`config.mk`:
```
export PLATFORM = sky130hd
export DESIGN_NAME = car_request_sync_flat
export DESIGN_NICKNAME = d
export VERILOG_FILES = /design/src/rtl/traffic_pkg.sv /design/src/rtl/car_request_sync_if.sv /design/src/rtl/key_debounce.sv /design/src/rtl/car_request_sync.sv /design/src/flat_wrapper.sv
export SDC_FILE = /design/constraint.sdc
export NUM_CORES = 1
export LEC_CHECK = 0
export ABC_AREA = 1
export BUFFER_PORTS_ARGS = -buffer_cell sky130_fd_sc_hd__buf_4
export CORE_UTILIZATION = 60
export DETAILED_ROUTE_END_ITERATION = 7
export PLACE_DENSITY = 0.79
export SYNTH_ARGS = -nofsm -noshare
export SYNTH_HDL_FRONTEND = slang
export SYNTH_SLANG_ARGS = --single-unit
```
`constraint.sdc`:
```
create_clock -name clock -period 5.1 [get_ports clock]
set_input_delay 0.765 -clock clock [delete_from_list [all_inputs] [get_ports clock]]
set_output_delay 0.765 -clock clock [all_outputs]
set_load 0.01 [all_outputs]
```
`src/rtl/traffic_pkg.sv`:
```
`default_nettype none
// ============================================================================
//  Module      : traffic_pkg
//  Description : Shared constants for the car-request front end: debounce
//                state encoding and default parameter values.
//  Revision    : 1.0 - initial release
// ============================================================================
package traffic_pkg;

    // Debounce FSM state encoding (2-bit, legacy-compatible values)
    localparam logic [1:0] DB_RELEASED    = 2'd0;
    localparam logic [1:0] DB_PRESS_CHK   = 2'd1;
    localparam logic [1:0] DB_PRESSED     = 2'd2;
    localparam logic [1:0] DB_RELEASE_CHK = 2'd3;

    // 20 ms of stable level at 50 MHz
    localparam int DEBOUNCE_DEFAULT = 1000000;
    localparam int CNT_W_DEFAULT    = 20;
    localparam int WAIT_W_DEFAULT   = 3;

endpackage : traffic_pkg
`default_nettype wire

```
`src/rtl/car_request_sync_if.sv`:
```
`default_nettype none
// ============================================================================
//  Module      : car_request_sync_if
//  Description : Bundle of the raw key inputs, the service acknowledge from
//                intxnCtrl and the request/status outputs of car_request_sync.
//                master : the environment (keys, ew_served) side
//                slave  : the car_request_sync side
//  Revision    : 1.0 - initial release
// ============================================================================
interface car_request_sync_if #(
    parameter int WAIT_W = 3
);
    logic              key_east_n;    // raw east button, active low, async
    logic              key_west_n;    // raw west button, active low, async
    logic              ew_served;     // 1-cycle pulse on entry to EW green
    logic              car_detected;  // east_pending | west_pending
    logic              east_pending;  // latched east request
    logic              west_pending;  // latched west request
    logic [WAIT_W-1:0] east_waits;    // saturating east press count
    logic [WAIT_W-1:0] west_waits;    // saturating west press count
    logic [1:0]        press_pulse;   // {west,east} accepted-press strobes

    modport master (
        output key_east_n, key_west_n, ew_served,
        input  car_detected, east_pending, west_pending,
               east_waits, west_waits, press_pulse
    );

    modport slave (
        input  key_east_n, key_west_n, ew_served,
        output car_detected, east_pending, west_pending,
               east_waits, west_waits, press_pulse
    );
endinterface : car_request_sync_if
`default_nettype wire

```
`src/rtl/key_debounce.sv`:
```
`default_nettype none
// ============================================================================
//  Module      : key_debounce
//  Description : Two-flop synchroniser, four-state debounce FSM and stability
//                counter for one active-low key. Emits a single-cycle strobe
//                when a press has been stable for DEBOUNCE_CYCLES cycles.
//  Ports       : clock, reset (async, active high)
//                key_n        - raw key, active low, asynchronous
//                press_strobe - registered 1-cycle strobe per accepted press
//  Revision    : 1.0 - initial release
// ============================================================================
module key_debounce
    import traffic_pkg::*;
#(
    parameter int DEBOUNCE_CYCLES = DEBOUNCE_DEFAULT,
    parameter int CNT_W           = CNT_W_DEFAULT
) (
    input  wire  clock,
    input  wire  reset,
    input  wire  key_n,
    output logic press_strobe
);

    localparam logic [CNT_W-1:0] c_cnt_last = CNT_W'(DEBOUNCE_CYCLES - 1);

    logic             r_sync1;
    logic             r_sync2;
    logic [1:0]       r_state;
    logic [CNT_W-1:0] r_cnt;
    logic             r_strobe;
    logic             w_pressed;

    assign w_pressed    = ~r_sync2;
    assign press_strobe = r_strobe;

    always_ff @(posedge clock or posedge reset) begin
        if (reset) begin
            // Synchroniser resets to the released (high) level
            r_sync1  <= 1'b1;
            r_sync2  <= 1'b1;
            r_state  <= DB_RELEASED;
            r_cnt    <= '0;
            r_strobe <= 1'b0;
        end else begin
            r_sync1  <= key_n;
            r_sync2  <= r_sync1;
            r_strobe <= 1'b0;
            case (r_state)
                DB_RELEASED: begin
                    if (w_pressed) begin
                        r_state <= DB_PRESS_CHK;
                        r_cnt   <= CNT_W'(1);
                    end
                end
                DB_PRESS_CHK: begin
                    if (!w_pressed) begin
                        r_state <= DB_RELEASED;
                        r_cnt   <= '0;
                    end else if (r_cnt == c_cnt_last) begin
                        // Stable long enough: accept and strobe on this edge
                        r_state  <= DB_PRESSED;
                        r_cnt    <= '0;
                        r_strobe <= 1'b1;
                    end else begin
                        r_cnt <= r_cnt + CNT_W'(1);
                    end
                end
                DB_PRESSED: begin
                    if (!w_pressed) begin
                        r_state <= DB_RELEASE_CHK;
                        r_cnt   <= CNT_W'(1);
                    end
                end
                DB_RELEASE_CHK: begin
                    if (w_pressed) begin
                        r_state <= DB_PRESSED;
                        r_cnt   <= '0;
                    end else if (r_cnt == c_cnt_last) begin
                        // Release accepted silently
                        r_state <= DB_RELEASED;
                        r_cnt   <= '0;
                    end else begin
                        r_cnt <= r_cnt + CNT_W'(1);
                    end
                end
                default: begin
                    r_state <= DB_RELEASED;
                    r_cnt   <= '0;
                end
            endcase
        end
    end

endmodule : key_debounce
`default_nettype wire

```
`src/rtl/car_request_sync.sv`:
```
`default_nettype none
// ============================================================================
//  Module      : car_request_sync
//  Description : Conditions the east/west car buttons into latched requests
//                for intxnCtrl. Each side is debounced, latched as pending and
//                counted (saturating) until ew_served acknowledges service.
//  Ports       : clock, reset (async, active high)
//                bus (slave) - key_east_n, key_west_n, ew_served in;
//                              car_detected, east/west_pending,
//                              east/west_waits, press_pulse out
//  Revision    : 1.0 - initial release
// ============================================================================
module car_request_sync
    import traffic_pkg::*;
#(
    parameter int DEBOUNCE_CYCLES = DEBOUNCE_DEFAULT,
    parameter int CNT_W           = CNT_W_DEFAULT,
    parameter int WAIT_W          = WAIT_W_DEFAULT
) (
    input wire                clock,
    input wire                reset,
    car_request_sync_if.slave bus
);

    localparam logic [WAIT_W-1:0] c_wait_max = {WAIT_W{1'b1}};

    logic [1:0]        w_key_n;
    logic [1:0]        w_strobe;
    logic [1:0]        r_pending;
    logic [WAIT_W-1:0] r_waits [2];

    // Index 0 = east, 1 = west (matches press_pulse bit order)
    assign w_key_n = {bus.key_west_n, bus.key_east_n};

    generate
        for (genvar i = 0; i < 2; i++) begin : g_side
            key_debounce #(
                .DEBOUNCE_CYCLES (DEBOUNCE_CYCLES),
                .CNT_W           (CNT_W)
            ) u_key_debounce (
                .clock        (clock),
                .reset        (reset),
                .key_n        (w_key_n[i]),
                .press_strobe (w_strobe[i])
            );

            // A press arriving with the service pulse is a new request:
            // set wins over clear and the count restarts at 1.
            always_ff @(posedge clock or posedge reset) begin
                if (reset) begin
                    r_pending[i] <= 1'b0;
                    r_waits[i]   <= '0;
                end else begin
                    if (w_strobe[i]) begin
                        r_pending[i] <= 1'b1;
                    end else if (bus.ew_served) begin
                        r_pending[i] <= 1'b0;
                    end

                    if (w_strobe[i] && bus.ew_served) begin
                        r_waits[i] <= WAIT_W'(1);
                    end else if (w_strobe[i]) begin
                        if (r_waits[i] != c_wait_max) begin
                            r_waits[i] <= r_waits[i] + WAIT_W'(1);
                        end
                    end else if (bus.ew_served) begin
                        r_waits[i] <= '0;
                    end
                end
            end
        end
    endgenerate

    assign bus.press_pulse  = w_strobe;
    assign bus.east_pending = r_pending[0];
    assign bus.west_pending = r_pending[1];
    assign bus.east_waits   = r_waits[0];
    assign bus.west_waits   = r_waits[1];
    assign bus.car_detected = r_pending[0] | r_pending[1];

endmodule : car_request_sync
`default_nettype wire

```
`src/flat_wrapper.sv`:
```
// flat-port wrapper written by rule: the top's interface ports become plain ports
module car_request_sync_flat import traffic_pkg::*;
#(
    parameter int DEBOUNCE_CYCLES = DEBOUNCE_DEFAULT,
    parameter int CNT_W           = CNT_W_DEFAULT,
    parameter int WAIT_W          = WAIT_W_DEFAULT
)
  (clock, reset, bus_key_east_n, bus_key_west_n, bus_ew_served, bus_car_detected, bus_east_pending, bus_west_pending, bus_east_waits, bus_west_waits, bus_press_pulse);
  car_request_sync_if #(.WAIT_W(WAIT_W)) bus_i ();
  input wire clock;
  input wire reset;
  input wire logic [$bits(bus_i.key_east_n)-1:0] bus_key_east_n;
  input wire logic [$bits(bus_i.key_west_n)-1:0] bus_key_west_n;
  input wire logic [$bits(bus_i.ew_served)-1:0] bus_ew_served;
  output wire logic [$bits(bus_i.car_detected)-1:0] bus_car_detected;
  output wire logic [$bits(bus_i.east_pending)-1:0] bus_east_pending;
  output wire logic [$bits(bus_i.west_pending)-1:0] bus_west_pending;
  output wire logic [$bits(bus_i.east_waits)-1:0] bus_east_waits;
  output wire logic [$bits(bus_i.west_waits)-1:0] bus_west_waits;
  output wire logic [$bits(bus_i.press_pulse)-1:0] bus_press_pulse;
  assign bus_i.key_east_n = bus_key_east_n;
  assign bus_i.key_west_n = bus_key_west_n;
  assign bus_i.ew_served = bus_ew_served;
  assign bus_car_detected = bus_i.car_detected;
  assign bus_east_pending = bus_i.east_pending;
  assign bus_west_pending = bus_i.west_pending;
  assign bus_east_waits = bus_i.east_waits;
  assign bus_west_waits = bus_i.west_waits;
  assign bus_press_pulse = bus_i.press_pulse;
  car_request_sync #(.DEBOUNCE_CYCLES(DEBOUNCE_CYCLES), .CNT_W(CNT_W), .WAIT_W(WAIT_W)) u_core (.clock(clock), .reset(reset), .bus(bus_i));
endmodule
```
Word-level counts from Yosys, hierarchy flattened
Index checks and enable logic that the tools add are counted.
Widths: inputs -> output; s select.
- register bits: 58
- bits in latches: 0
- bits in writable memories: 0
- memory bits (read-only): 0
- bits of input ports: 5
- output and inout port bits: 11
- word-level logic and storage cells: 95
- memories: 0
- add/subtract/negate cells: 4
- $mul: 0
- div/mod/pow operators: 0
- order comparisons: 0
- equality and inequality tests: 20
- shift operators: 0
- multiplexer cells: 42
- bitwise gates (word level): 1
- reductions and logical operators: 14
- operator list (kind ; count):
    $mux 20 ; 10
    $pmux 20 s4 ; 2
    $add 20x1->20 const B ; 2
    $eq 20x20->1 const B ; 2
    $mux 2 ; 12
    $mux 3 ; 7
    $ne 3x3->1 const B ; 6
    $pmux 2 s4 ; 2
    $mux 1 ; 9
    $eq 2x2->1 const B ; 4
    $ne 2x2->1 const B ; 4
    $reduce_and 2->1 ; 4
    $reduce_and 4->1 ; 2
    $add 3x1->3 const B ; 2
    $ne 3x1->1 const B ; 2
    $reduce_bool 3->1 ; 2
    $eq 2x1->1 const B ; 2
    $logic_not 2->1 ; 2
    $reduce_bool 2->1 ; 2
    $logic_and 1x1->1 ; 2
    $or 1x1->1 ; 1

Logic depth before layout (Yosys ltp)
Gate-level depths: netlist of the first run.
- word-level depth: 4
- depth in mapped cells: 10
- gate-level depth less buffers: 10

Hierarchy
A second synthesis of the first run with hierarchy kept.
- cell total of the unflattened synthesis: 486
- area, all modules: 3509.6 um^2
- modules (own cells, without submodules) (module ; instances ; cells an instance ; area an instance (um^2) ; seq. area each (um^2)):
    key_debounce ; 2 ; 219 ; 1545.2 ; 628.1
    car_request_sync ; 1 ; 48 ; 419.2 ; 200.2

Worst setup path before layout of the first run
Ideal clock, no wire load.
- path kind: register to register
- start point: register u_core.g_side[0].u_key_debounce.r_cnt[0]
- end point: register u_core.g_side[0].u_key_debounce.r_cnt[2]
- arrival time: 1.305 ns
- data required time: 4.980 ns
- slack: 3.675 ns
- cell stages (with the launch flop): 9
- clock period less this slack: 1.425 ns
- cell sequence: dfrtp_1 > ha_1 > nand3_1 > nor2_1 > nand3_1 > nor2_2 > nor2_4 > nor2_4 > nor2_1
- longest elaborated chain between the ends: 4
- ends and longest elaborated chain (item ; line ; RTL):
    from (decl) ; key_debounce.sv:29 ; logic [CNT_W-1:0] r_cnt;
    from (signal assigned) ; key_debounce.sv:65 ; r_cnt <= r_cnt + CNT_W'(1);
    from (signal assigned) ; key_debounce.sv:83 ; r_cnt <= r_cnt + CNT_W'(1);
    $add 20x1->20 / $eq 20x20->1 (equally long branches) ; - ;
    $mux 20 * ; key_debounce.sv:59, key_debounce.sv:78 ;
    $mux 20 (on tied branches) ; key_debounce.sv:75, key_debounce.sv:56 ;
    $pmux 20 s4 * ; key_debounce.sv:48 ; case (r_state)
Mark *: on every way between the ends. The rest lies on a longest branch, timed or not.
A chain may end at the register's enable or synchronous reset.

Worst setup path in the final report of the first run
- start point: register u_core.r_pending[1], in the netlist u_core.bus.west_pending
- end point: output port bus_car_detected
- longest elaborated chain between the ends: 1
- ends and longest elaborated chain (item ; line ; RTL):
    from (decl) ; car_request_sync.sv:29 ; logic [1:0] r_pending;
    from (signal, indexed assignment) ; car_request_sync.sv:51 ; r_pending[i] <= 1'b0;
    from (signal, indexed assignment) ; car_request_sync.sv:55 ; r_pending[i] <= 1'b1;
    from (signal, indexed assignment) ; car_request_sync.sv:57 ; r_pending[i] <= 1'b0;
    $or 1x1->1 ; car_request_sync.sv:79 ; assign bus.car_detected = r_pending[0] | r_pending[1];
    to (decl) ; flat_wrapper.sv:15 ; output wire logic [$bits(bus_i.car_detected)-1:0] bus_car_detected;
Every way passes these cells.

==> impl_metrics.env, run 1 <==
export IMPL_grtUsageTotal=0.275
export IMPL_worstHoldPathType="reg2reg"
export IMPL_critical_path_max_fanout=2
export IMPL_ant_nets=0
export IMPL_detail_route_first_pass_iterations=5
export IMPL_timing_max_cap_violations=0
export IMPL_dp_final_hpwl_um=5280
export IMPL_worst_r2r_setup_slack_ns=3.40
export IMPL_power_leakage_nw=1.77
export IMPL_start_kind="flop"
export IMPL_total_inserted_antenna_cells=0
export IMPL_cts_sinks=58
export IMPL_max_freq_mhz=572
export IMPL_worstSetupStartpoint="u_core.bus.west_pending$_DFFE_PP0P_"
export IMPL_syn_instance_count=477
export IMPL_cp_end_kind="primary output"
export IMPL_postRouteWirelength_um=7450
export IMPL_grt_remaining_overflow=0
export IMPL_areaGrowthSynthToFinish_pct=11.4
export IMPL_syn_num_nets=488
export IMPL_worst_setup_hold_path_clk_slew_ns=0.06
export IMPL_hold_end="u_core.g_side[1].u_key_debounce.r_sync2$_DFF_PP1_"
export IMPL_worst_hold_path_startpoint="u_core.g_side[1].u_key_debounce.r_sync1$_DFF_PP1_"
export IMPL_clk_latency_ns=0.35
export IMPL_wl_per_cell_um=13.0
export IMPL_routed_via_count=3065
export IMPL_synth_seq_cells=58
export IMPL_drive_gt1_frac=0.104
export IMPL_place_gp_congestion=0.931
export IMPL_placement_cell_area_um2=3590
export IMPL_cts_root_buf="clkbuf_8"
export IMPL_timing_setup_tns_ns=0
export IMPL_cts_tree="done"
export IMPL_fp_dieArea_um2=6030
export IMPL_die_y_um=77.6
export IMPL_finalCoreUtilization=0.694
export IMPL_outcome="complete, no violations"
export IMPL_h_tree_levels=3
export IMPL_first_global_vias=2813
export IMPL_final_net_count=508
export IMPL_layout_worst_path_cycle_share=0.343
export IMPL_ff2ff_path_depth=6
export IMPL_ctsHoldBuffers=0
export IMPL_grt_pass1_wl_um=12800
export IMPL_finalClockSkew_ns=0.0183
export IMPL_post_cts_resize_count=0
export IMPL_die_width_um=77.6
export IMPL_synth_lib_cells_used_distinct=28
export IMPL_route_detailed_vias_per_inst=5.34
export IMPL_grt_max_degree=59
export IMPL_count_of_buffers_added_by_post_cts_timing_repair_for_setup=0
export IMPL_ir_drop_mv=0.184
export IMPL_path_class="reg2out"
export IMPL_setup_repair_after_global_routing_missed_its_margin="false"
export IMPL_area_sequential_um2=1460
export IMPL_drt_initial_drc_count=291
export IMPL_fillers=468
export IMPL_worstPathArrival_ns=0.98
export IMPL_power_density_nw_per_um2=318
export IMPL_slew_violations=0
export IMPL_cells_on_worst_hold_path=0
export IMPL_period_minus_slack_ns=1.75
export IMPL_setup_violations=0
export IMPL_initial_core_util=0.623
export IMPL_synth_yosys_warnings=0
export IMPL_antenna_found_initial=0
export IMPL_core_area_um2=5510
export IMPL_cts_buffers=9
export IMPL_drc_errors=0
export IMPL_worstReg2RegStart="u_core.g_side[0].u_key_debounce.r_sync2$_DFF_PP1_"
export IMPL_final_hold_violation_count=0
export IMPL_max_slew_worst_pin_slew_ns=0.721
export IMPL_i_o_pins=16
export IMPL_multi_input_area_um2=1680
export IMPL_buffer_ports_inserted=15
export IMPL_critPathRequiredTime_ns=4.34
export IMPL_relative_slew_slack=0.519
export IMPL_syn_area_per_cell_um2=7.20
export IMPL_mappedNetlistArea_um2=3430
export IMPL_reg2reg_to="u_core.g_side[0].u_key_debounce.r_cnt[11]$_DFFE_PP0P_"
export IMPL_rows=27
export IMPL_sequential_fraction_of_the_synthesis_area=0.424
export IMPL_stdcell_area_um2=3820
export IMPL_clock_path_buffers=2
how the worst max path moves through the flow:
stage / cells after the start / to / slack, ns
floorplan: 1 / async pin / 2.91
global placement: 6 / u_core.g_side[0].u_key_debounce.r_cnt[11]$_DFFE_PP0P_ / 3.48
detailed placement: 6 / u_core.g_side[0].u_key_debounce.r_cnt[11]$_DFFE_PP0P_ / 3.43
CTS: 3 / bus_car_detected / 3.35
global route: 8 / u_core.g_side[0].u_key_debounce.r_cnt[2]$_DFFE_PP0P_ / 3.27
finish: 3 / bus_car_detected / 3.35
metal layers:
metal / vias up / track usage / part of all wire
met5: - / 0 / 0
met4: 0 / 0.108 / 0.015
met3: 10 / 0.0518 / 0.062
met2: 101 / 0.419 / 0.45
met1: 1408 / 0.387 / 0.47
li1: 1546 / - / -
per-stage QoR:
step / instances / setup WS [ns] / hold slack [ns] / power, mW
4_1_cts: 574 / 3.35 / 0.357 / 1.22
3_3_place_gp: 558 / 3.48 / 0.346 / 0.724
3_5_place_dp: 558 / 3.43 / 0.347 / 0.733
6_report: 574 / 3.35 / 0.355 / 1.22
5_1_grt: 574 / 3.27 / 0.366 / 1.27
2_1_floorplan: 477 / 2.91 / 0.345 / 0.685
report_power, final:
part / leakage (nW) / switching [mW] / internal (mW) / total [mW]
Clock: 0.117 / 0.186 / 0.302 / 0.488
Sequential: 0.785 / 0.0344 / 0.492 / 0.527
Combinational: 0.872 / 0.147 / 0.0540 / 0.201
cell usage after synthesis, drive strengths merged:
master / count / area [um^2]
nand3b: 1 / 7.51
a21oi: 4 / 20.0
nor2: 71 / 314
nor3: 2 / 10.0
ha: 6 / 75.1
nand3: 43 / 220
xnor2: 3 / 26.3
buf: 6 / 43.8
clkbuf: 1 / 5.00
nand4: 14 / 87.6
o22ai: 9 / 56.3
or2: 1 / 6.26
xor2: 15 / 131
o211ai: 1 / 7.51
dfrtp: 54 / 1350
dfstp: 4 / 105
o21ai: 21 / 105
nand2: 149 / 567
o21bai: 6 / 45.0
inv: 66 / 248
placed cells by master, fill, tap and decap left out, types with 2 or more instances in the layout:
cell type	count
nor2_2	7
nand4_1	14
bufinv_16	2
buf_4	16
nor2_1	60
nand3_1	42
xnor2_1	3
nor3_1	2
a21oi_1	4
nor2_4	4
o21ai_0	20
inv_2	2
clkbuf_8	11
nand2_2	3
inv_1	64
ha_1	6
xor2_1	15
nand2_1	146
dfrtp_1	54
o22ai_1	9
o21bai_1	6
dfstp_2	4
state kept, by name (all words and copies together) (netlist names), named ones only:
register,cells
u_core.bus.east_pending,1
u_core.bus.east_waits,3
u_core.bus.west_pending,1
u_core.bus.west_waits,3
u_core.g_side.u_key_debounce.press_strobe,2
u_core.g_side.u_key_debounce.r_cnt,40
u_core.g_side.u_key_debounce.r_state,2
u_core.g_side.u_key_debounce.r_sync1,2
u_core.g_side.u_key_debounce.r_sync2,2
cell families (layout without fill, tap and decap cells):
| group | Yosys count | after routing | synth area share |
|---|---|---|---|
| buffers and inverters | 73 | 98 | 0.0864 |
| adders and majority gates | 6 | 6 | 0.0219 |
| and+or+nand+nor | 281 | 281 | 0.353 |
| AOI/OAI and AO/OA | 41 | 41 | 0.0682 |
| xor gates and xnor gates | 18 | 18 | 0.0459 |
| DFF | 58 | 58 | 0.424 |
layout make-up:
cell class / count / share of cell area
inverter: 66 / 0.0648
timing repair buffer: 16 / 0.0314
clock buffer: 12 / 0.0406
multi-input combinational: 346 / 0.439
tap: 72 / 0.0236
clock inverter: 4 / 0.0193
sequential: 58 / 0.381
critical path, stage by stage, from the launching register on:
cell,delay [ns]
dfrtp_1,0.38
inv_1,0.08
nand2_1,0.05
buf_4,0.13
Note: power is estimated with default switching activity, not from simulation.
==> run 2, diff against run 1 <==
- ABC_AREA: 1 -> 0
- CORE_UTILIZATION: 60 -> 55
- PLACE_DENSITY: 0.79 -> 0.77
- clock period: 5.1 -> 1.4 ns (I/O delays scaled with it)
==> run 2 against run 1 <==
Against the previous run:
- the run now fails in global routing
- synthesized cell count decreased by 35%
- synthesized area decreased by 12%
==> impl_metrics.env, run 2 <==
export IMPL_synthAdderAreaFrac=0.0248
export IMPL_synth_top_area_share=0.446
export IMPL_globalroute_repair_timing_worst_endpoint="u_core.g_side[0].u_key_debounce.r_cnt[18]$_DFFE_PP0P_/D"
export IMPL_grt_remaining_overflow=10
export IMPL_synth_yosys_warnings=0
export IMPL_synth_area_leaders="dfrtp_1, nand2_1, a31oi_1, mux2i_1, dfstp_2"
export IMPL_syn_num_nets=322
export IMPL_h_tree_levels=3
export IMPL_cts_buffers=9
export IMPL_grtUsageTotal=0.643
export IMPL_dominant_register_cell_in_the_synthesized_netlist="dfrtp_1"
export IMPL_grt_max_degree=27
export IMPL_cts_sinks=58
export IMPL_error="[ERROR GRT-0232] Routing congestion too high. Check the congestion heatmap in the GUI."
export IMPL_initial_core_util=0.582
export IMPL_i_o_pins=16
export IMPL_area_fraction_in_compound_gates_after_synthesis=0.180
export IMPL_buffer_ports_inserted=15
export IMPL_place_gp_congestion=0.841
export IMPL_synth_most_common_cell="dfrtp_1"
export IMPL_clock_path_buffers=2
export IMPL_syn_instance_count=311
export IMPL_post_synthesis_mux_area_share=0.0396
export IMPL_sequential_fraction_of_the_synthesis_area=0.481
export IMPL_synth_xor_area_frac=0.0116
export IMPL_synthSimpleGateAreaFrac=0.232
export IMPL_outcome_stop_stage="global routing"
export IMPL_number_of_enable_flip_flop_cells_after_synthesis=0
export IMPL_synth_async_sr_flop_share=1.00
export IMPL_die_width_um=76.2
export IMPL_mappedNetlistArea_um2=3030
export IMPL_outcome="stopped before the end"
export IMPL_die_y_um=76.2
export IMPL_synth_seq_cells=58
export IMPL_placement_cell_area_um2=3950
export IMPL_synth_top_family_by_area="simple AND/OR/NAND/NOR gates"
export IMPL_rows=26
export IMPL_placed_cells_incl_taps=468
export IMPL_dp_final_hpwl_um=5520
export IMPL_timing_repair_worst_endpoint_type="register data pin"
export IMPL_synth_top_cells_by_count="dfrtp_1, nand2_1, a31oi_1"
export IMPL_cts_root_buf="clkbuf_8"
export IMPL_syn_area_per_cell_um2=9.74
export IMPL_cell_accounting_for_the_most_synthesized_area="dfrtp_1"
export IMPL_synth_lib_cells_used_distinct=52
run 2: changes by cell type after synthesis, moves of 7 or more:
cell	previous run	this run
xor2_1	15	2
a21o_1	0	10
nor2_1	60	17
a31oi_1	0	21
o22ai_1	9	0
o21ai_0	20	13
a21oi_1	4	16
nand3_1	42	19
inv_1	65	9
nor2_2	7	0
nand2_1	146	41
mux2i_1	0	12
run 2: cell families after synthesis:
group / Yosys count
muxes: 12
xor gates and xnor gates: 4
buffers and inverters: 21
and+or+nand+nor: 128
adders and majority gates: 6
DFF: 58
AOI/OAI and AO/OA: 82
run 2: layer usage:
layer | GRT overflow | track usage
met5 | 0 | 0.0364
met4 | 1 | 0.648
met3 | 0 | 0.376
met2 | 9 | 0.875
met1 | 0 | 0.666
run 2: timing repair:
item	in CTS
setup endpoints to repair	46
endpoints found under the hold margin	14
gates cloned	4
buffers inserted	10
hold buffers	3
resized for setup	55
pin swaps	17
run 2: through the flow:
stage	setup WS, ns	hold slack, ns	utilization
3_5_place_dp	-0.457	0.248	0.759
4_1_cts	-0.444	0.0796	0.886
3_3_place_gp	-0.394	0.232	0.759
2_1_floorplan	-0.467	0.214	-
==> run 3, diff against run 2 <==
- CORE_UTILIZATION: 55 -> 40
- PLACE_DENSITY: 0.77 -> unset
- PLACE_DENSITY_LB_ADDON: unset -> 0.15
- clock period: 1.4 -> 1.8 ns (I/O delays scaled with it)
==> run 3 against run 2 <==
Against the previous run:
- the flow now finishes, with violations (setup timing)
- synthesized area stayed put
- synthesized cell count unchanged
==> impl_metrics.env, run 3 <==
export IMPL_cells_on_worst_hold_path=1
export IMPL_critical_path_max_fanout=23
export IMPL_timing_max_cap_violations=0
export IMPL_clk_latency_ns=0.33
export IMPL_clock_path_buffers=2
export IMPL_outcome="finished, violations left"
export IMPL_largest_reg_by_ff_count="u_core.g_side.u_key_debounce.r_cnt"
export IMPL_path_class="reg2reg"
export IMPL_synth_most_common_cell="dfrtp_1"
export IMPL_first_global_vias=2523
export IMPL_drt_initial_drc_count=123
export IMPL_ff2ff_path_depth=6
export IMPL_worstReg2RegStart="u_core.g_side[1].u_key_debounce.r_cnt[10]$_DFFE_PP0P_"
export IMPL_cell_accounting_for_the_most_synthesized_area="dfrtp_1"
export IMPL_setup_repair_after_global_routing_missed_its_margin="true"
export IMPL_detail_route_first_pass_iterations=4
export IMPL_start_kind="flop"
export IMPL_die_y_um=89.0
export IMPL_synth_yosys_warnings=0
export IMPL_synth_async_sr_flop_share=1.00
export IMPL_number_of_enable_flip_flop_cells_after_synthesis=0
export IMPL_layout_worst_path_cycle_share=1.02
export IMPL_worst_r2r_setup_slack_ns=-0.03
export IMPL_rows=31
export IMPL_finalClockSkew_ns=0.00664
export IMPL_path_buf_inv=1
export IMPL_core_area_um2=7290
export IMPL_max_ffs_per_register=40
export IMPL_failed_checks="setup timing"
export IMPL_critical_path_slowest_cell="o41a_1"
export IMPL_worst_setup_hold_path_clk_slew_ns=0.07
export IMPL_syn_instance_count=311
export IMPL_worst_path_stages=6
export IMPL_dp_final_hpwl_um=4610
export IMPL_buffer_ports_inserted=15
export IMPL_syn_area_per_cell_um2=9.74
export IMPL_route_detailed_vias_per_inst=5.41
export IMPL_grtUsageTotal=0.191
export IMPL_cp_end_kind="flop"
export IMPL_total_inserted_antenna_cells=0
export IMPL_mappedNetlistArea_um2=3030
export IMPL_worstPathArrival_ns=2.05
export IMPL_slew_violations=0
export IMPL_fp_dieArea_um2=7930
export IMPL_areaGrowthSynthToFinish_pct=31.0
export IMPL_relative_slew_slack=0.587
export IMPL_critPathTopFamily="compound AO/OA/AOI/OAI gates"
export IMPL_place_gp_congestion=0.776
export IMPL_synth_top_cells_by_count="dfrtp_1, nand2_1, a31oi_1"
export IMPL_setup_violations=6
export IMPL_final_net_count=386
export IMPL_ant_nets=0
export IMPL_finalCoreUtilization=0.544
export IMPL_critPathRequiredTime_ns=2.02
export IMPL_synth_seq_cells=58
export IMPL_fin_cells=479
export IMPL_sequential_fraction_of_the_synthesis_area=0.481
export IMPL_initial_core_util=0.416
export IMPL_synth_lib_cells_used_distinct=52
export IMPL_grt_use_met1=0.225
export IMPL_slowest_delay_ns=0.46
export IMPL_placed_cells_incl_taps=455
export IMPL_groute_layer_met2_usage=0.340
export IMPL_routed_via_count=2590
export IMPL_reg2reg_to="u_core.g_side[1].u_key_debounce.r_cnt[8]$_DFFE_PP0P_"
export IMPL_max_slew_worst_pin_slew_ns=0.619
export IMPL_power_density_nw_per_um2=858
export IMPL_timing_setup_tns_ns=-0.126
export IMPL_max_freq_mhz=545
export IMPL_worstHoldPathType="in2reg"
export IMPL_timing_final_ws_setup_ns=-0.0339
export IMPL_cts_root_buf="clkbuf_8"
export IMPL_gr_max_usage_layer="met2"
export IMPL_layout_cells_most_common_list="buf_4, dfrtp_1, nand2_1"
export IMPL_ir_drop_mv=0.539
export IMPL_drc_errors=0
export IMPL_syn_num_nets=322
export IMPL_cts_sinks=58
export IMPL_grt_max_degree=59
export IMPL_cts_tree="done"
export IMPL_period_minus_slack_ns=1.83
export IMPL_worst_hold_path_startpoint="bus_key_west_n"
export IMPL_fillers=694
export IMPL_gr_usage_met3=0.0563
export IMPL_grt_remaining_overflow=0
export IMPL_postRouteWirelength_um=6810
export IMPL_p_total_mw=3.40
export IMPL_hold_end="u_core.g_side[1].u_key_debounce.r_sync1$_DFF_PP1_"
export IMPL_i_o_pins=16
export IMPL_antenna_found_initial=0
export IMPL_dominant_register_cell_in_the_synthesized_netlist="dfrtp_1"
export IMPL_wl_per_cell_um=14.2
export IMPL_grt_pass1_wl_um=11600
export IMPL_layout_cells_most_common="buf_4"
export IMPL_final_hold_violation_count=0
export IMPL_synth_top_area_share=0.446
export IMPL_die_width_um=89.0
export IMPL_h_tree_levels=3
export IMPL_drive_gt1_frac=0.303
export IMPL_power_leakage_nw=1.86
export IMPL_cp_cell_instances="nor4b_2 > nand2_1 > o41a_1 > buf_12 > a21o_1 > a22o_1"
export IMPL_synth_area_leaders="dfrtp_1, nand2_1, a31oi_1, mux2i_1, dfstp_2"
export IMPL_cts_buffers=9
run 3: cell type report:
type | count | area [um^2] | share of cell area
well taps | 99 | 124 | 0.0312
clock inverters | 5 | 77.6 | 0.0195
inverters | 9 | 33.8 | 0.00851
repair buffers | 65 | 534 | 0.135
flip-flops and latches | 58 | 1460 | 0.368
clock buffers | 11 | 141 | 0.0356
multi-input cells | 232 | 1600 | 0.403
run 3: worst max-delay path by stage:
stage	start	endpoint	slack, ns
2_1_floorplan	u_core.g_side[1].u_key_debounce.r_cnt[0]$_DFFE_PP0P_	u_core.g_side[1].u_key_debounce.r_cnt[13]$_DFFE_PP0P_	-0.07
4_1_cts	u_core.g_side[1].u_key_debounce.r_cnt[10]$_DFFE_PP0P_	u_core.g_side[1].u_key_debounce.r_cnt[8]$_DFFE_PP0P_	-0.05
3_5_place_dp	u_core.g_side[0].u_key_debounce.r_cnt[8]$_DFFE_PP0P_	u_core.g_side[0].u_key_debounce.r_cnt[3]$_DFFE_PP0P_	-0.09
3_3_place_gp	u_core.g_side[0].u_key_debounce.r_cnt[8]$_DFFE_PP0P_	u_core.g_side[0].u_key_debounce.r_cnt[3]$_DFFE_PP0P_	-0.04
5_1_grt	u_core.g_side[1].u_key_debounce.r_cnt[1]$_DFFE_PP0P_	u_core.g_side[1].u_key_debounce.r_cnt[18]$_DFFE_PP0P_	-0.12
6_report	u_core.g_side[1].u_key_debounce.r_cnt[10]$_DFFE_PP0P_	u_core.g_side[1].u_key_debounce.r_cnt[8]$_DFFE_PP0P_	-0.03
run 3: logic make-up after synthesis:
family,count (synthesis),share of synthesized area
buf+inv,21,0.0314
mux,12,0.0396
compound gates,82,0.180
flops,58,0.481
xor+xnor,4,0.0116
simple gates,128,0.232
fa+ha+maj,6,0.0248
run 3: through the flow:
step	hold slack [ns]	cell area, um^2	worst slack, ns
after floorplan	0.274	3060	-0.0673
after global placement	0.346	3570	-0.0395
after detailed placement	0.347	3570	-0.0881
after CTS	0.0303	3810	-0.0487
after global routing	0.0197	3970	-0.116
final	0.0437	3970	-0.0339
run 3: timing repair:
| item | CTS | global route |
|---|---|---|
| resized for setup | 1 | 25 |
| hold endpoints to repair | 1 | 0 |
| pin swaps | 1 | 8 |
| hold buffers | 1 | 0 |
| setup buffers | 0 | 6 |
| gates cloned | 0 | 1 |
| setup endpoints to repair | 25 | 36 |
run 3: worst reg2reg max path, cell delays in order, from the launching register on:
cell and delay (ns):
dfrtp_1 0.40, nor4b_2 0.27, nand2_1 0.10, o41a_1 0.46, buf_12 0.18, a21o_1 0.15
a22o_1 0.17
run 3: layer usage:
layer	wire [um]	share of wire	up-vias
met2	3500	0.51	33
met1	3050	0.45	1266
met3	219	0.032	4
met5	0	0	-
li1	-	-	1287
met4	45	0.0066	0
run 3: power breakdown:
group	total, mW	switching [mW]	internal [mW]
Combinational	0.605	0.316	0.289
Sequential	1.47	0.0906	1.38
Clock	1.33	0.515	0.813
==> run 4, diff against run 3 <==
- CAP_MARGIN: unset -> 10
- GPL_TIMING_DRIVEN: unset -> 0
- SETUP_SLACK_MARGIN: unset -> 0.05
==> run 4 against run 3 <==
Against the previous run:
- setup slack got worse by 0.13 ns
- register-to-register slack worse by 0.13 ns
- the run still ends with setup timing left
- routed wire length rose by 12%
- non-clock buffer count increased by 3
- largest cell class unchanged
- global-route usage is 0.45 points higher
==> impl_metrics.env, run 4 (same netlist as run 3, synthesis figures left out) <==
export IMPL_layout_cells_most_common_list="buf_4, dfrtp_1, nand2_1"
export IMPL_grt_pass1_wl_um=11700
export IMPL_antenna_found_initial=0
export IMPL_worstSetupStartpoint="u_core.g_side[1].u_key_debounce.r_cnt[1]$_DFFE_PP0P_"
export IMPL_period_minus_slack_ns=1.96
export IMPL_cts_root_buf="clkbuf_8"
export IMPL_core_area_um2=7290
export IMPL_place_ws_ns=-0.500
export IMPL_clk_latency_ns=0.34
export IMPL_slowest_delay_ns=0.54
export IMPL_drc_errors=0
export IMPL_worstPathArrival_ns=2.19
export IMPL_worst_setup_hold_path_clk_slew_ns=0.07
export IMPL_relative_slew_slack=0.444
export IMPL_worstReg2RegStart="u_core.g_side[1].u_key_debounce.r_cnt[1]$_DFFE_PP0P_"
export IMPL_initial_core_util=0.416
export IMPL_seq_power_share=0.400
export IMPL_power_switching_share=0.276
export IMPL_power_density_nw_per_um2=858
export IMPL_first_global_vias=2462
export IMPL_h_tree_levels=3
export IMPL_grtUsageTotal=0.196
export IMPL_die_width_um=89.0
export IMPL_timing_final_ws_setup_ns=-0.164
export IMPL_cts_sinks=58
export IMPL_detail_route_first_pass_iterations=4
export IMPL_worst_r2r_setup_slack_ns=-0.16
export IMPL_route_detailed_vias_per_inst=5.50
export IMPL_place_gp_congestion=0.768
export IMPL_worst_path_stages=7
export IMPL_power_share_clock=0.403
export IMPL_die_y_um=89.0
export IMPL_cp_end_kind="flop"
export IMPL_cts_tree="done"
export IMPL_outcome="finished, violations left"
export IMPL_ir_drop_mv=0.718
export IMPL_stdcell_area_um2=4350
export IMPL_drive_gt1_frac=0.418
export IMPL_wl_per_cell_um=15.8
export IMPL_reg2reg_to="u_core.g_side[1].u_key_debounce.r_cnt[13]$_DFFE_PP0P_"
export IMPL_final_hold_violation_count=0
export IMPL_cts_buffers=9
export IMPL_ff2ff_path_depth=7
export IMPL_ant_nets=0
export IMPL_internal_power_mw=2.70
export IMPL_total_inserted_antenna_cells=0
export IMPL_start_kind="flop"
export IMPL_critical_path_slowest_cell="o41a_4"
export IMPL_switching_power_mw=1.03
export IMPL_i_o_pins=16
export IMPL_path_buf_inv=1
export IMPL_critPathMostFrequentCell="a21o_1"
export IMPL_timing_setup_tns_ns=-1.57
export IMPL_failed_checks="setup timing"
export IMPL_setup_violations=30
export IMPL_finalClockSkew_ns=0.0147
export IMPL_rows=31
export IMPL_fp_dieArea_um2=7930
export IMPL_buffer_ports_inserted=15
export IMPL_finalCoreUtilization=0.597
export IMPL_power_leakage_nw=1.97
export IMPL_setup_repair_after_global_routing_missed_its_margin="true"
export IMPL_crit_end="u_core.g_side[1].u_key_debounce.r_cnt[13]$_DFFE_PP0P_"
export IMPL_layout_cells_most_common="buf_4"
export IMPL_placement_cell_area_um2=3340
export IMPL_cp_cell_instances="ha_4 > and4_4 > nand2_4 > o41a_4 > buf_6 > a21o_1 > a21o_1"
export IMPL_combinationalPowerShare=0.197
export IMPL_max_freq_mhz=509
export IMPL_max_ffs_per_register=40
export IMPL_grt_remaining_overflow=0
export IMPL_critical_path_max_fanout=8
export IMPL_layout_worst_path_cycle_share=1.09
export IMPL_worstHoldPathType="in2reg"
export IMPL_drt_initial_drc_count=133
export IMPL_final_net_count=389
export IMPL_dp_final_hpwl_um=4450
export IMPL_max_slew_worst_pin_slew_ns=0.832
export IMPL_grt_max_degree=38
export IMPL_slew_violations=0
export IMPL_postRouteWirelength_um=7620
export IMPL_critPathRequiredTime_ns=2.02
export IMPL_areaGrowthSynthToFinish_pct=43.7
export IMPL_p_total_mw=3.74
export IMPL_timing_max_cap_violations=0
export IMPL_routed_via_count=2652
export IMPL_largest_reg_by_ff_count="u_core.g_side.u_key_debounce.r_cnt"
export IMPL_path_class="reg2reg"
export IMPL_clock_path_buffers=2
export IMPL_critPathTopFamily="compound AO/OA/AOI/OAI gates"
[run 4: cell count changes in the layout (fill, tap and decap cells not counted), moves of 4 or more]
cell     previous run  this run
a31oi_4             0         4
o21ai_2             0         4
a21oi_1            15         6
nand2_1            39        35
o21ai_0            13         6
nand3_2             1         5
nand2_2             1         5
buf_4              56        50
dfrtp_2             3         9
dfrtp_1            51        45
a21oi_2             2        10
[run 4: what timing repair did]
| item | in CTS | in global routing |
|---|---|---|
| endpoints found under the setup margin | 43 | 43 |
| buffers inserted | 22 | 16 |
| hold buffers | 0 | 0 |
| pin swaps | 22 | 25 |
| gates cloned | 1 | 4 |
| resized for setup | 30 | 71 |
[run 4: how the worst min path moves through the flow]
stage | slack [ns] | end | cells past startpoint | startpoint
finish | 0.04 | u_core.g_side[1].u_key_debounce.r_sync1$_DFF_PP1_ | 1 | bus_key_west_n
global placement | 0.35 | u_core.g_side[0].u_key_debounce.r_sync2$_DFF_PP1_ | 0 | u_core.g_side[0].u_key_debounce.r_sync1$_DFF_PP1_
CTS | 0.02 | u_core.g_side[1].u_key_debounce.r_sync1$_DFF_PP1_ | 1 | bus_key_west_n
floorplan | 0.27 | u_core.g_side[0].u_key_debounce.r_sync1$_DFF_PP1_ | 0 | bus_key_east_n
detailed placement | 0.35 | u_core.g_side[0].u_key_debounce.r_sync2$_DFF_PP1_ | 0 | u_core.g_side[0].u_key_debounce.r_sync1$_DFF_PP1_
global route | 0.01 | u_core.g_side[1].u_key_debounce.r_sync1$_DFF_PP1_ | 1 | bus_key_west_n
[run 4: metrics by stage]
stage	cells	hold WS, ns
after floorplan	311	0.274
after global placement	425	0.346
after detailed placement	426	0.349
after CTS	464	0.0219
after global routing	482	0.0119
final	482	0.0367
[run 4: worst reg2reg max path: stages (launching register included)]
cell     delay [ns]
dfrtp_1        0.40
ha_4           0.15
and4_4         0.25
nand2_4        0.06
o41a_4         0.54
buf_6          0.16
a21o_1         0.15
a21o_1         0.15
[run 4: final cells by class]
cell class                      instances  area [um^2]
Buffer                                 10         95.1
Clock inverter                          6          114
Clock buffer                           10          138
Fill cell                             616         2940
Timing Repair Buffer                   58          531
Multi-Input combinational cell        232         1850
Sequential cell                        58         1470
Inverter                                9         33.8
Tap cell                               99          124
[run 4: routing by layer]
layer | vias to the layer above | track usage | share of wire
met5 | - | 0 | 0
met4 | 0 | 0.0693 | 0.012
li1 | 1295 | - | -
met3 | 11 | 0.0572 | 0.038
met1 | 1297 | 0.233 | 0.43
met2 | 49 | 0.338 | 0.52
[run 4: power groups by stage]
stage / clock network (mW) / logic, mW / registers (mW)
CTS: 1.53 / 0.589 / 1.48
finish: 1.51 / 0.737 / 1.49
global route: 1.59 / 0.810 / 1.50
detailed placement: 0 / 0.450 / 1.51
floorplan: 0 / 0.336 / 1.49
global placement: 0 / 0.435 / 1.51
